### config.mk
export PLATFORM = sky130hd
export DESIGN_NAME = vga_color_mixer
export DESIGN_NICKNAME = d
export VERILOG_FILES = /design/src/rtl/vga_color_mixer.sv
export SDC_FILE = /design/constraint.sdc
export NUM_CORES = 1
export LEC_CHECK = 0
export CAP_MARGIN = 10
export CORE_ASPECT_RATIO = 0.5
export CORE_UTILIZATION = 30
export DETAILED_ROUTE_END_ITERATION = 12
export SYNTH_ARGS = -nofsm -noshare
export SYNTH_HDL_FRONTEND = slang
export SYNTH_SLANG_ARGS = --single-unit
### constraint.sdc
create_clock -name clk -period 1.63 [get_ports clk]
set_input_delay 0.326 -clock clk [delete_from_list [all_inputs] [get_ports clk]]
set_output_delay 0.326 -clock clk [all_outputs]
set_load 0.1 [all_outputs]
### src/rtl/vga_color_mixer.sv
// VGA pixel colour output stage: selects cursor/letter/background masks, applies them to the tone
// word, blanks outside active video and keeps hsync/vsync aligned with the two-stage colour path.
module vga_color_mixer #(
   parameter int RB           = 3,
   parameter int GB           = 3,
   parameter int BB           = 2,
   parameter int BLINK_FRAMES = 30
) (
   input  logic                  clk,
   input  logic                  reset,
   input  logic [RB+GB+BB-1:0]   ton,
   input  logic                  letra,
   input  logic                  cursor,
   input  logic                  blank,
   input  logic                  hsync_in,
   input  logic                  vsync_in,
   input  logic [2:0]            color_p,
   input  logic [2:0]            color_l,
   input  logic [2:0]            color_c,
   input  logic [1:0]            mode,
   output logic [RB-1:0]         rojo,
   output logic [GB-1:0]         verde,
   output logic [BB-1:0]         azul,
   output logic                  hsync_out,
   output logic                  vsync_out,
   output logic                  blink_phase
);

   localparam int TW = RB + GB + BB;
   localparam logic [7:0] BLINK_LAST = 8'(BLINK_FRAMES - 1);

   typedef enum logic [1:0] {
      MODE_NORMAL  = 2'b00,
      MODE_SWAP    = 2'b01,
      MODE_BLINK   = 2'b10,
      MODE_REVERSE = 2'b11
   } mode_e;

   mode_e           mode_q, mode_d;
   logic            vs_prev_q, vs_prev_d;
   logic [7:0]      blink_cnt_q, blink_cnt_d;
   logic            blink_phase_q, blink_phase_d;

   logic [2:0]      mask_q, mask_d;
   logic [TW-1:0]   ton_q, ton_d;
   logic            blank_q, blank_d;
   logic            hs1_q, hs1_d;
   logic            vs1_q, vs1_d;

   logic [RB-1:0]   rojo_q, rojo_d;
   logic [GB-1:0]   verde_q, verde_d;
   logic [BB-1:0]   azul_q, azul_d;
   logic            hs2_q, hs2_d;
   logic            vs2_q, vs2_d;

   logic            frame_edge;
   logic            cursor_vis;
   logic [2:0]      sel_mask;

   // Mode and blink state only move on the falling edge of vsync, so a frame is never split.
   always_comb begin
      frame_edge    = vs_prev_q & ~vsync_in;
      vs_prev_d     = vsync_in;
      mode_d        = mode_q;
      blink_cnt_d   = blink_cnt_q;
      blink_phase_d = blink_phase_q;
      if (frame_edge) begin
         mode_d = mode_e'(mode);
         if (blink_cnt_q == BLINK_LAST) begin
            blink_cnt_d   = 8'd0;
            blink_phase_d = ~blink_phase_q;
         end else begin
            blink_cnt_d = blink_cnt_q + 8'd1;
         end
      end

      cursor_vis = cursor & ((mode_q != MODE_BLINK) | blink_phase_q);
      if (cursor_vis) begin
         sel_mask = color_c;
      end else if (letra ^ (mode_q == MODE_SWAP)) begin
         sel_mask = color_l;
      end else begin
         sel_mask = color_p;
      end
      mask_d  = (mode_q == MODE_REVERSE) ? ~sel_mask : sel_mask;
      ton_d   = ton;
      blank_d = blank;
      hs1_d   = hsync_in;
      vs1_d   = vsync_in;

      rojo_d  = (mask_q[0] & ~blank_q) ? ton_q[RB-1:0]        : '0;
      verde_d = (mask_q[1] & ~blank_q) ? ton_q[RB+GB-1:RB]    : '0;
      azul_d  = (mask_q[2] & ~blank_q) ? ton_q[TW-1:RB+GB]    : '0;
      hs2_d   = hs1_q;
      vs2_d   = vs1_q;
   end

   always_ff @(posedge clk) begin
      if (reset) begin
         mode_q        <= MODE_NORMAL;
         vs_prev_q     <= 1'b1;
         blink_cnt_q   <= 8'd0;
         blink_phase_q <= 1'b1;
         mask_q        <= 3'b000;
         ton_q         <= '0;
         blank_q       <= 1'b1;
         hs1_q         <= 1'b1;
         vs1_q         <= 1'b1;
         rojo_q        <= '0;
         verde_q       <= '0;
         azul_q        <= '0;
         hs2_q         <= 1'b1;
         vs2_q         <= 1'b1;
      end else begin
         mode_q        <= mode_d;
         vs_prev_q     <= vs_prev_d;
         blink_cnt_q   <= blink_cnt_d;
         blink_phase_q <= blink_phase_d;
         mask_q        <= mask_d;
         ton_q         <= ton_d;
         blank_q       <= blank_d;
         hs1_q         <= hs1_d;
         vs1_q         <= vs1_d;
         rojo_q        <= rojo_d;
         verde_q       <= verde_d;
         azul_q        <= azul_d;
         hs2_q         <= hs2_d;
         vs2_q         <= vs2_d;
      end
   end

   assign rojo        = rojo_q;
   assign verde       = verde_q;
   assign azul        = azul_q;
   assign hsync_out   = hs2_q;
   assign vsync_out   = vs2_q;
   assign blink_phase = blink_phase_q;

endmodule
==> run metrics <==
setup repair after global routing missed its margin false; DRC violation count after routing 0; fraction of layout cells with a size suffix above 1 0.199; top cells by area, synth dfxtp_1, and3_1, nor2b_1; CTS max path bufs 2; count of different cell masters after synthesis 35; total length of routed met2 wires 1.42 mm; timing endpoint of the critical path mask_q[0]$_SDFF_PP0_; kind of end point of the critical path flip-flop; worst-case reg-to-reg path depth 6; Worst setup SP type primary input; warning count from the yosys run 0; Post-Route M1 WL 1.32 mm; detailed-route via count 1195; number of enable-type register cells in the synthesized netlist 0; leading area contributor after synthesis dfxtp_1; met3 wire length 157 um; number of antenna diodes 0; Crit Path Category primary input to flip-flop; buffers inserted by post-CTS timing repair 0; reg-to-reg slack, setup 0.33 ns; origin of the critical flop-to-flop path blink_cnt_q[1]$_SDFFE_PP0P_; pin count of the biggest net entering global routing 14; xor and xnor area share after synthesis 0.0297; share of flip-flops with an asynchronous set or reset 0; count of state elements after synthesis 35; GRT Overall Usage 0.122; arrival time of data at the critical path endpoint 1.64 ns; cell area power density 876 nW/um2; Post-Route Hold Slack 0.417 ns; placed cell count 254; Netlist Area Pre-Place 1470 um2; ys flop type dfxtp_1; multiplexer area fraction after synthesis 0.0365; VDD IR max 0.000397 V; final layout net count 223; Commonest cells post-synth dfxtp_1, a21oi_1, and3_1, nor2_1, nor2b_1; sequential cell area 702 um2; Gates resized, CTS repair 0; Final Max Slew Viols 0; CP max FO 6; post-synthesis instance total 152; x dimension of the die 101 um; count of standard-cell rows 17; Floorplan Core Area 4550 um2; clock sink total 35; total wire length 2.91 mm; Post-DRT Antenna Nets 0; share of the core filled with cells 0.475; hold_sp hs1_q$_SDFF_PP1_; multi-input logic area 724 um2; number of ports placed on the die boundary 37; required time reported for the critical path endpoint 1.81 ns; Post-DP HPWL 2.29 mm; initial core utilization 0.324; Max-slew headroom 0.760; path type of the worst min-delay path flip-flop to flip-flop; number of standard cells in the final layout excluding fillers 262; max layer used met4; length of the first detailed-routing pass in iterations 4; mean instance size in the synthesized netlist 9.69 um2; clock tree from TritonCTS done; area fraction in compound gates after synthesis 0.147; net count of the mapped netlist 180; Synth-to-Final Area Change 46.9%; Synth Area in Adders 0.0170; endpoints failing setup 0; LEAKAGE 0.864 nW; input/output buffers 36; reg-to-reg endpoint blink_cnt_q[1]$_SDFFE_PP0P_; sequential-to-total area share from yosys stat 0.476; gpl congestion 0.822; number of levels the H-tree was split into 2; initial antenna violation count 0; share of synthesized cell area in and, or, nand and nor gates 0.262; most repeated cell in the gate-level netlist after synthesis dfxtp_1; clock-pin slew reported for the worst setup and hold paths after clock tree synthesis 0.07 ns; share of the clock period used by the worst path after layout 0.896; Critical path origin letra; average wire per cell in the routed design 11.1 um; DRC violation total after the first TritonRoute iteration 96; highest attainable clock frequency 0.684 GHz; Total Die Area 5210 um2; main combinational cell family by area after synthesis simple AND/OR/NAND/NOR gates; vertical die dimension 51.5 um; outcome complete, no violations; clock period minus worst slack 1.46 ns; number of inserted filler cells in the final layout 430; wire length of the first global-routing pass 4.80 mm; Final Hold Vio Count 0; post-DR vias/cell 4.56; insertion delay of the later-clocked pin in the worst-skew pair 0.28 ns; number of buffers created by CTS 5; CTS Hold Bufs 0; Worst Clk Skew 0.00654 ns; max-cap viol count 0; post-synth top area share 0.476; global route overflow 0; slew at the pin closest to its max-slew limit 0.358 ns; number of global-route vias before repair 1072; Root Driver clkbuf_8
[per-stage QoR]
| stage | worst slack (ns) | instance area [um2] | setup TNS, ns | power [mW] |
|---|---|---|---|---|
| after CTS | 0.182 | 2160 | 0 | 1.93 |
| final | 0.169 | 2160 | 0 | 1.90 |
| after detailed placement | -0.125 | 2050 | -0.301 | 1.15 |
| after global routing | 0.105 | 2160 | 0 | 1.99 |
| after global placement | -0.114 | 2050 | -0.230 | 1.15 |
| after floorplan | 0.224 | 1470 | 0 | 1.05 |
[worst min-delay path by stage]
stage,cells after the start,slack (ns),endpoint
finish,1,0.42,hsync_out$_SDFF_PP1_
global route,1,0.44,hsync_out$_SDFF_PP1_
CTS,1,0.42,hsync_out$_SDFF_PP1_
detailed placement,1,0.40,hsync_out$_SDFF_PP1_
global placement,1,0.39,hsync_out$_SDFF_PP1_
floorplan,1,0.39,hsync_out$_SDFF_PP1_
[layout make-up]
class                           count  share of cell area
Sequential cell                    35               0.324
Multi-Input combinational cell    105               0.335
Timing Repair Buffer               43               0.242
Inverter                            5             0.00868
Tap cell                           66              0.0382
Clock buffer                        5              0.0318
Clock inverter                      3              0.0202
[per-layer routing]
metal | up-vias | global-route usage
met3 | 2 | 0.0403
li1 | 621 | -
met4 | 0 | 0.0435
met5 | - | 0
met1 | 537 | 0.145
met2 | 35 | 0.207
[power breakdown]
group,leakage (nW),switching [mW],internal [mW]
Clock,0.0581,0.306,0.455
Sequential,0.287,0.0242,0.888
Combinational,0.519,0.0994,0.123
[state kept, by name (all words and copies together), names as in the netlist]
signal       cells
rojo             3
ton_q            8
blink_phase      1
vs1_q            1
mode_q           2
vsync_out        1
hsync_out        1
mask_q           3
azul             2
blank_q          1
hs1_q            1
verde            3
blink_cnt_q      8
[layout by cell type, fill, tap and decap left out, types with 2 or more instances in the layout]
| cell | Yosys | routed |
|---|---|---|
| dfxtp_1 | 35 | 34 |
| clkdlybuf4s50_1 | 0 | 25 |
| a21oi_1 | 12 | 12 |
| and3_1 | 11 | 11 |
| buf_12 | 0 | 11 |
| nor2b_1 | 10 | 10 |
| nor2_1 | 10 | 10 |
| buf_4 | 0 | 7 |
| nand2b_1 | 6 | 6 |
| inv_1 | 5 | 5 |
| xnor2_1 | 5 | 5 |
| a31oi_1 | 5 | 5 |
| or2_2 | 5 | 5 |
| clkbuf_8 | 0 | 5 |
| nand2_1 | 4 | 4 |
| o211ai_1 | 4 | 4 |
| nor3_1 | 4 | 4 |
| mux2i_1 | 2 | 2 |
| nand3_1 | 2 | 2 |
| nor3_2 | 2 | 2 |
| o21ai_0 | 2 | 2 |
| mux2_1 | 2 | 2 |
| a311oi_1 | 2 | 2 |
| a21o_1 | 2 | 2 |
| a41oi_1 | 2 | 2 |
| ha_1 | 2 | 2 |
[cell families (layout without fill, tap and decap cells)]
kind of cell / after synthesis / in the layout
compound gates: 33 / 33
xor+xnor: 5 / 5
fa+ha+maj: 2 / 2
buf+inv: 12 / 56
flops: 35 / 35
mux: 5 / 5
simple gates: 60 / 60
[worst max-delay path: stages]
cell,delay [ns]
clkdlybuf4s50_1,0.59
mux2_2,0.36
o21ai_1,0.12
o211ai_1,0.09
and3_1,0.15
(Power assumes the default switching activity.)
